File: config.mk
export PLATFORM = sky130hd
export DESIGN_NAME = spi_target
export DESIGN_NICKNAME = d
export VERILOG_FILES = /design/src/rtl/spi_target.sv
export SDC_FILE = /design/constraint.sdc
export NUM_CORES = 1
export LEC_CHECK = 0
export ABC_AREA = 1
export BUFFER_PORTS_ARGS = -buffer_cell sky130_fd_sc_hd__buf_2
export CORE_UTILIZATION = 45
export DETAILED_ROUTE_END_ITERATION = 6
export HOLD_SLACK_MARGIN = 0.12
export PLACE_DENSITY_LB_ADDON = 0.25
export SYNTH_ARGS = -nofsm -noshare
export SYNTH_HDL_FRONTEND = slang
export SYNTH_SLANG_ARGS = --single-unit
File: constraint.sdc
create_clock -name clk -period 2.9 [get_ports clk]
set_input_delay 0.725 -clock clk [delete_from_list [all_inputs] [get_ports clk]]
set_output_delay 0.725 -clock clk [all_outputs]
set_load 0.005 [all_outputs]
File: src/rtl/spi_target.sv
`timescale 1ns/1ps
// spi_target: mode-0 SPI receiver -> byte FIFO -> CPU bus slave (1-cycle ready pulse, no backpressure; overflow drops bytes).
// Define SPI_TARGET_MISO_EN to add the TXDATA register and the spi_miso transmit shifter.
module spi_target #(
  parameter int FIFO_DEPTH  = 8,
  parameter int SYNC_STAGES = 2
) (
  input  logic        clk,
  input  logic        reset,
  input  logic        select,
  input  logic [3:0]  wstrb,
  input  logic [3:0]  addr,
  input  logic [31:0] data_i,
  output logic        ready,
  output logic [31:0] data_o,
  output logic        irq,
  input  logic        spi_cs,
  input  logic        spi_clk,
  input  logic        spi_mosi
`ifdef SPI_TARGET_MISO_EN
  ,
  output logic        spi_miso
`endif
);

  localparam int AW = $clog2(FIFO_DEPTH);
`ifdef SPI_TARGET_MISO_EN
  localparam int WD = 8;
`else
  localparam int WD = 4;
`endif

  typedef enum logic [1:0] {
    IDLE   = 2'd0,
    SHIFT  = 2'd1,
    COMMIT = 2'd2
  } state_t;

  state_t state, nstate;

  logic [SYNC_STAGES-1:0] cs_sync;
  logic [SYNC_STAGES-1:0] sclk_sync;
  logic [SYNC_STAGES-1:0] mosi_sync;
  logic [SYNC_STAGES-1:0] fill_sr;
  logic cs_s, sclk_s, mosi_s, sclk_prev, settled, armed, sclk_rise;

  logic       en, irq_en, ovr, short;
  logic [2:0] bitcnt;
  logic [7:0] shreg;
  logic       shift_en, push_req, short_set, cnt_clr;

  logic [7:0]  mem [FIFO_DEPTH];
  logic [AW:0] wr_ptr, rd_ptr, count;
  logic        empty, full, push_ok, pop, ovr_set, flush;
  logic [7:0]  head;

  logic          req, wr_pend, wr_b0, pop_pend, wr_ev, ctrl_wr, stat_wr, tx_wr;
  logic [1:0]    wr_addr;
  logic [WD-1:0] wr_dat;
  logic [31:0]   rd_val;
  logic [6:0]    cnt7;
  logic [7:0]    txdata;
  logic          unused_bits;

  assign unused_bits = ^{addr[1:0], data_i[31:WD]};

  assign cs_s      = cs_sync[SYNC_STAGES-1];
  assign sclk_s    = sclk_sync[SYNC_STAGES-1];
  assign mosi_s    = mosi_sync[SYNC_STAGES-1];
  assign settled   = fill_sr[SYNC_STAGES-1];
  assign sclk_rise = sclk_s & ~sclk_prev;

  // cs resets to its inactive level; fill_sr marks when the chains hold real pin samples
  always_ff @(posedge clk) begin
    if (reset) begin
      cs_sync   <= '1;
      sclk_sync <= '0;
      mosi_sync <= '0;
      fill_sr   <= '0;
      sclk_prev <= 1'b0;
    end else begin
      cs_sync   <= {cs_sync[SYNC_STAGES-2:0], spi_cs};
      sclk_sync <= {sclk_sync[SYNC_STAGES-2:0], spi_clk};
      mosi_sync <= {mosi_sync[SYNC_STAGES-2:0], spi_mosi};
      fill_sr   <= {fill_sr[SYNC_STAGES-2:0], 1'b1};
      sclk_prev <= sclk_s;
    end
  end

  // A frame may only start after cs has been seen high while enabled, so a frame
  // already in progress at reset or at EN=1 is ignored until a fresh cs fall.
  always_ff @(posedge clk) begin
    if (reset) begin
      armed <= 1'b0;
    end else begin
      armed <= (cs_s & settled) | (armed & en);
    end
  end

  always_ff @(posedge clk) begin
    if (reset) begin
      state <= IDLE;
    end else begin
      state <= nstate;
    end
  end

  always_comb begin
    nstate = state;
    case (state)
      IDLE: begin
        if (en && !cs_s && armed) nstate = SHIFT;
      end
      SHIFT: begin
        if (!en || cs_s) begin
          nstate = IDLE;
        end else if (sclk_rise && bitcnt == 3'd7) begin
          nstate = COMMIT;
        end
      end
      COMMIT: begin
        nstate = (en && !cs_s) ? SHIFT : IDLE;
      end
      default: nstate = IDLE;
    endcase
  end

  always_comb begin
    shift_en  = 1'b0;
    push_req  = 1'b0;
    short_set = 1'b0;
    cnt_clr   = 1'b0;
    case (state)
      IDLE:    cnt_clr = 1'b1;
      SHIFT: begin
        shift_en  = en & ~cs_s & sclk_rise;
        short_set = en & cs_s & (bitcnt != 3'd0);
      end
      COMMIT:  push_req = 1'b1;
      default: cnt_clr = 1'b1;
    endcase
  end

  always_ff @(posedge clk) begin
    if (reset) begin
      bitcnt <= 3'd0;
      shreg  <= 8'd0;
    end else if (cnt_clr) begin
      bitcnt <= 3'd0;
    end else if (shift_en) begin
      bitcnt <= bitcnt + 3'd1;
      shreg  <= {shreg[6:0], mosi_s};
    end
  end

  assign count   = wr_ptr - rd_ptr;
  assign cnt7    = 7'(count);
  assign empty   = (wr_ptr == rd_ptr);
  assign full    = (wr_ptr[AW] != rd_ptr[AW]) && (wr_ptr[AW-1:0] == rd_ptr[AW-1:0]);
  assign head    = mem[rd_ptr[AW-1:0]];
  assign pop     = ready & pop_pend;
  assign push_ok = push_req & (~full | pop) & ~flush;
  assign ovr_set = push_req & full & ~pop;

  always_ff @(posedge clk) begin
    if (reset) begin
      wr_ptr <= '0;
      rd_ptr <= '0;
    end else if (flush) begin
      rd_ptr <= wr_ptr;
    end else begin
      if (push_ok) wr_ptr <= wr_ptr + 1'b1;
      if (pop)     rd_ptr <= rd_ptr + 1'b1;
    end
  end

  always_ff @(posedge clk) begin
    if (push_ok) mem[wr_ptr[AW-1:0]] <= shreg;
  end

  // The request is captured at issue so side effects do not depend on select
  // still being held during the ready cycle.
  assign req     = select & ~ready;
  assign wr_ev   = ready & wr_pend & wr_b0;
  assign ctrl_wr = wr_ev & (wr_addr == 2'd2);
  assign stat_wr = wr_ev & (wr_addr == 2'd1);
  assign tx_wr   = wr_ev & (wr_addr == 2'd3);
  assign flush   = ctrl_wr & wr_dat[2];

  always_ff @(posedge clk) begin
    if (reset) begin
      wr_pend  <= 1'b0;
      wr_b0    <= 1'b0;
      wr_addr  <= 2'd0;
      wr_dat   <= '0;
      pop_pend <= 1'b0;
    end else begin
      wr_pend  <= req & (|wstrb);
      wr_b0    <= wstrb[0];
      wr_addr  <= addr[3:2];
      wr_dat   <= data_i[WD-1:0];
      pop_pend <= req & (wstrb == 4'd0) & (addr[3:2] == 2'd0) & ~empty;
    end
  end

  always_ff @(posedge clk) begin
    if (reset) begin
      en     <= 1'b0;
      irq_en <= 1'b0;
      ovr    <= 1'b0;
      short  <= 1'b0;
    end else begin
      if (ctrl_wr) begin
        en     <= wr_dat[0];
        irq_en <= wr_dat[1];
      end
      ovr   <= ovr_set | (ovr & ~(stat_wr & wr_dat[2]));
      short <= short_set | (short & ~(stat_wr & wr_dat[3]));
    end
  end

  always_comb begin
    rd_val = 32'd0;
    case (addr[3:2])
      2'd0:    rd_val = empty ? 32'd0 : {23'd0, 1'b1, head};
      2'd1:    rd_val = {17'd0, cnt7, 3'd0, ~cs_s, short, ovr, full, ~empty};
      2'd2:    rd_val = {29'd0, 1'b0, irq_en, en};
      default: rd_val = {24'd0, txdata};
    endcase
  end

  always_ff @(posedge clk) begin
    if (reset) begin
      ready  <= 1'b0;
      data_o <= 32'd0;
      irq    <= 1'b0;
    end else begin
      ready  <= req;
      data_o <= (req && wstrb == 4'd0) ? rd_val : 32'd0;
      irq    <= irq_en & (~empty | ovr);
    end
  end

`ifdef SPI_TARGET_MISO_EN
  logic [7:0] tx_shift, tx_nxt;
  logic       sclk_fall, tx_load, tx_adv;

  assign sclk_fall = ~sclk_s & sclk_prev;
  assign tx_load   = (state != SHIFT) && (nstate == SHIFT);
  // the fall after the last rise of a byte lands with bitcnt already wrapped, so it is skipped
  assign tx_adv    = (state == SHIFT) && sclk_fall && (bitcnt != 3'd0);

  always_comb begin
    tx_nxt = tx_shift;
    if (tx_load) begin
      tx_nxt = txdata;
    end else if (tx_adv) begin
      tx_nxt = {tx_shift[6:0], 1'b0};
    end
  end

  always_ff @(posedge clk) begin
    if (reset) begin
      txdata   <= 8'd0;
      tx_shift <= 8'd0;
      spi_miso <= 1'b0;
    end else begin
      if (tx_wr) txdata <= wr_dat;
      tx_shift <= tx_nxt;
      spi_miso <= (nstate != IDLE && !cs_s) ? tx_nxt[7] : 1'b0;
    end
  end
`else
  logic unused_tx;
  assign txdata    = 8'd0;
  assign unused_tx = tx_wr;
`endif

endmodule
==> run_summary.xml <==
<?xml version="1.0" encoding="UTF-8"?>
<metrics>
  <group name="run_status">
    <metric name="status" unit="">complete, no violations</metric>
  </group>
  <group name="timing">
    <metric name="slew_limit_headroom" unit="">0.380</metric>
    <metric name="f_max" unit="MHz">460</metric>
    <metric name="hold_ws" unit="ps">399</metric>
    <metric name="timing.final.crit_share" unit="">0.749</metric>
    <metric name="tightest_slew" unit="ps">928</metric>
    <metric name="timing.final.crit_period" unit="ps">2170</metric>
    <metric name="grt_setup_unrepaired" unit="">no</metric>
    <metric name="timing.final.hold_violations" unit="">0</metric>
    <metric name="finClkSkew" unit="ps">13.2</metric>
    <metric name="setup_tns" unit="ps">0</metric>
    <metric name="finalMaxSlewViolations" unit="">0</metric>
    <metric name="setup_viol" unit="">0</metric>
  </group>
  <group name="worst_setup_path">
    <metric name="critPathRequiredTime" unit="ps">3000</metric>
    <metric name="crit_chain" unit="">inv_1 &gt; ha_1 &gt; nand2_1 &gt; nor2_4 &gt; nand3_4 &gt; nand3_4 &gt; nor3_1 &gt; buf_4</metric>
    <metric name="cp_data_arrival_time" unit="ps">2280</metric>
    <metric name="start_kind" unit="">register</metric>
    <metric name="crit_family" unit="">simple AND/OR/NAND/NOR gates</metric>
    <metric name="maximum_fanout_along_the_worst_path" unit="">14</metric>
    <metric name="cp-end-kind" unit="">register</metric>
    <metric name="critPathMaxStageDelay" unit="ps">470</metric>
    <metric name="crit_cells" unit="">8</metric>
    <metric name="critical_path_buf_inv_count" unit="">2</metric>
    <metric name="reg2reg_depth" unit="">8</metric>
    <metric name="crit_slowest_cell" unit="">sky130_fd_sc_hd__dfxtp_1</metric>
    <metric name="cp_common_cell" unit="">sky130_fd_sc_hd__nand3_4</metric>
    <metric name="type_of_the_worst_setup_path" unit="">register to register</metric>
  </group>
  <group name="drt">
    <metric name="ant_nets" unit="">0</metric>
    <metric name="totalWireLength" unit="µm">10300</metric>
    <metric name="avgViaCountPerCell" unit="">4.84</metric>
    <metric name="dr.first_iter.drc_count" unit="">217</metric>
    <metric name="firstDrtPassIters" unit="">5</metric>
    <metric name="num_vias" unit="">3686</metric>
    <metric name="route.detailed.wl_per_inst" unit="µm">13.5</metric>
    <metric name="drc" unit="">0</metric>
  </group>
  <group name="global_route">
    <metric name="track_usage" unit="">0.181</metric>
    <metric name="global_route_wire_length_before_repair" unit="µm">17400</metric>
    <metric name="first_global_vias" unit="">3608</metric>
    <metric name="antenna_found_initial" unit="">0</metric>
    <metric name="grt_start_max_net_pins" unit="">34</metric>
    <metric name="global_route.overflow_total" unit="">0</metric>
  </group>
  <group name="clock_tree">
    <metric name="number_of_hold_repair_buffers_added_at_the_cts_stage" unit="">0</metric>
    <metric name="cts_tree" unit="">done</metric>
    <metric name="root_buffer_cell" unit="">sky130_fd_sc_hd__clkbuf_16</metric>
    <metric name="ctsHtreeMaxLevel" unit="">4</metric>
    <metric name="cts-buffers-inserted" unit="">17</metric>
    <metric name="cts.repair.resized" unit="">0</metric>
    <metric name="cts.sink_count" unit="">125</metric>
    <metric name="clk_latency" unit="ps">410</metric>
    <metric name="worst_setup_hold_path_clk_slew" unit="ps">60</metric>
    <metric name="post_cts.repair.setup_buffers" unit="">0</metric>
    <metric name="cts_buffer_depth" unit="">2</metric>
  </group>
  <group name="final_layout">
    <metric name="multi_input_comb_area" unit="mm²">0.00168</metric>
    <metric name="final_nets" unit="">665</metric>
    <metric name="fillers" unit="">1008</metric>
    <metric name="layoutNonFillerInstCount" unit="">762</metric>
    <metric name="syn_to_final_growth" unit="%">15.6</metric>
    <metric name="n_antenna_cell" unit="">0</metric>
    <metric name="seq_area" unit="mm²">0.00314</metric>
    <metric name="fraction_of_final_layout_cells_sized_beyond_drive_strength_1" unit="">0.149</metric>
    <metric name="layout_utilization" unit="">0.538</metric>
  </group>
  <group name="yosys">
    <metric name="postSynthCellCount" unit="">567</metric>
    <metric name="synth.cell_area" unit="mm²">0.00533</metric>
    <metric name="post_synth_and_or_nand_nor_area_fraction" unit="">0.197</metric>
    <metric name="synth_top_family_by_area" unit="">simple AND/OR/NAND/NOR gates</metric>
    <metric name="synth_compound_gate_area_share" unit="">0.0664</metric>
    <metric name="ys_types" unit="">32</metric>
    <metric name="seq_area_frac_synth" unit="">0.589</metric>
    <metric name="synth_xor_xnor_area_share" unit="">0.00493</metric>
    <metric name="synth_mux_area_frac" unit="">0</metric>
    <metric name="post_synthesis_average_cell_area" unit="µm²">9.41</metric>
    <metric name="synth-adder-area-share" unit="">0.0319</metric>
    <metric name="synth_seq_cells" unit="">125</metric>
    <metric name="yosysWarningCount" unit="">0</metric>
  </group>
  <group name="floorplan">
    <metric name="floorplan.die.height" unit="µm">111</metric>
    <metric name="dieArea" unit="mm²">0.0123</metric>
    <metric name="rows" unit="">39</metric>
    <metric name="initial_utilization" unit="">0.465</metric>
    <metric name="die_w" unit="µm">111</metric>
    <metric name="placeableCoreArea" unit="mm²">0.0115</metric>
    <metric name="design.portCount" unit="">80</metric>
  </group>
  <group name="min_path">
    <metric name="hold-path-cell-count" unit="">2</metric>
    <metric name="hold_class" unit="">register to register</metric>
  </group>
  <group name="power_and_ir_drop">
    <metric name="power_density" unit="mW/mm²">748</metric>
    <metric name="leakage" unit="nW">2.63</metric>
    <metric name="ir_worst_vdd" unit="mV">0.416</metric>
  </group>
  <group name="placement">
    <metric name="gpl.final_weighted_congestion" unit="">0.782</metric>
    <metric name="place_inst" unit="">730</metric>
    <metric name="port_buffers" unit="">29</metric>
    <metric name="detailedPlacementHpwl" unit="µm">6640</metric>
  </group>
  <group name="job">
    <metric name="max-cap-violations" unit="">0</metric>
  </group>
</metrics>
sequential cells by signal, summed over array words and instances, names as in the netlist, 2 cells and up, named ones only:
signal	flops
state	2
rd_ptr	4
bitcnt	3
fill_sr	2
sclk_sync	2
wr_dat	4
mem	64
shreg	8
mosi_sync	2
data_o	12
cs_sync	2
wr_ptr	4
wr_addr	2
per-layer routing:
metal / track usage / part of all wire / up-vias
met3: 0.0432 / 0.039 / 11
met4: 0.0569 / 0.0087 / 0
met1: 0.226 / 0.46 / 1702
met5: 0 / 0 / -
met2: 0.310 / 0.49 / 88
li1: - / - / 1885
power breakdown:
part	internal [W]	switching, W	leakage [nW]
sequential	0.00192	0.0000462	1.09
clock	0.00145	0.000738	0.301
combinational	0.000148	0.000303	1.24
total	0.00352	0.00109	2.63
placed cells by master, fill, tap and decap left out, types with 5 or more instances in the layout:
cell type / instances
sky130_fd_sc_hd__edfxtp_1: 64
sky130_fd_sc_hd__nor3_1: 7
sky130_fd_sc_hd__conb_1: 20
sky130_fd_sc_hd__inv_1: 81
sky130_fd_sc_hd__buf_2: 29
sky130_fd_sc_hd__nor2_1: 43
sky130_fd_sc_hd__ha_1: 12
sky130_fd_sc_hd__nand3_1: 52
sky130_fd_sc_hd__nor2_2: 5
sky130_fd_sc_hd__buf_4: 12
sky130_fd_sc_hd__a21oi_1: 35
sky130_fd_sc_hd__clkinv_2: 5
sky130_fd_sc_hd__dfxtp_1: 61
sky130_fd_sc_hd__nand2_1: 104
sky130_fd_sc_hd__o21ai_0: 27
sky130_fd_sc_hd__clkbuf_16: 17
sky130_fd_sc_hd__nand4_1: 6
logic make-up after synthesis:
logic type	after synthesis
compound gates	69
xor+xnor	3
fa+ha+maj	13
buf+inv	124
flops	125
other cells	1
simple gates	232
synthesized netlist by cell type:
cell                       instances  area share
sky130_fd_sc_hd__clkinv_2          1     0.00094
sky130_fd_sc_hd__o21ai_1           2      0.0019
sky130_fd_sc_hd__buf_2             8      0.0075
sky130_fd_sc_hd__inv_2             2      0.0014
sky130_fd_sc_hd__nor3_1            7      0.0066
sky130_fd_sc_hd__nor2_4            2      0.0042
sky130_fd_sc_hd__nand4_1           6      0.0070
sky130_fd_sc_hd__conb_1            1     0.00070
sky130_fd_sc_hd__buf_6             3      0.0063
sky130_fd_sc_hd__o211ai_1          1      0.0014
sky130_fd_sc_hd__or2_2             4      0.0047
sky130_fd_sc_hd__buf_4            23       0.032
sky130_fd_sc_hd__edfxtp_1         64        0.36
sky130_fd_sc_hd__dfxtp_1          61        0.23
sky130_fd_sc_hd__nand3_4           2      0.0066
sky130_fd_sc_hd__fa_1              1      0.0038
sky130_fd_sc_hd__o22ai_1           3      0.0035
sky130_fd_sc_hd__a21oi_1          35       0.033
sky130_fd_sc_hd__nand3_1          52       0.049
sky130_fd_sc_hd__nand3_2           2      0.0038
sky130_fd_sc_hd__clkbuf_1          6      0.0042
sky130_fd_sc_hd__nor2_2            5      0.0059
sky130_fd_sc_hd__inv_1            81       0.057
sky130_fd_sc_hd__nor2_1           43       0.030
sky130_fd_sc_hd__nand2_2           4      0.0047
sky130_fd_sc_hd__o21ai_0          27       0.025
sky130_fd_sc_hd__xor2_1            2      0.0033
sky130_fd_sc_hd__nand2_1         104       0.073
sky130_fd_sc_hd__or2b_1            1      0.0014
sky130_fd_sc_hd__ha_1             12       0.028
sky130_fd_sc_hd__xnor2_1           1      0.0016
sky130_fd_sc_hd__a211oi_1          1      0.0014
tightest hold or removal path: cells and delay by family (launching register included):
kind                   cells  cell delay (ps)
and+or+nand+nor            1               30
buffers and inverters      1               40
DFF                        1              290
final timing paths:
| path | endpoint | start | slack, ps |
|---|---|---|---|
| worst min register to register | sclk_sync[1] | sclk_sync[0] | 400 |
| worst max register to register | mem[5][4] | wr_ptr[0] | 730 |
| worst max-delay path | mem[5][4] | wr_ptr[0] | 730 |
| worst min-delay path | sclk_sync[1] | sclk_sync[0] | 400 |
per-stage QoR:
step	setup slack (ps)	power (W)	cell area, µm²
2_1_floorplan	572	0.00236	5410
3_3_place_gp	782	0.00244	5550
3_5_place_dp	752	0.00245	5550
4_1_cts	712	0.00464	6170
5_1_grt	575	0.00478	6170
6_report	728	0.00461	6170
cell type report:
cell class / count / share of cell area
repair buffers: 41 / 0.0381
inverters: 84 / 0.0513
well taps: 143 / 0.0290
clock buffers: 20 / 0.0724
multi-input cells: 337 / 0.272
flip-flops and latches: 125 / 0.510
clock inverters: 12 / 0.0274
Note: power is estimated with default switching activity, not from simulation.
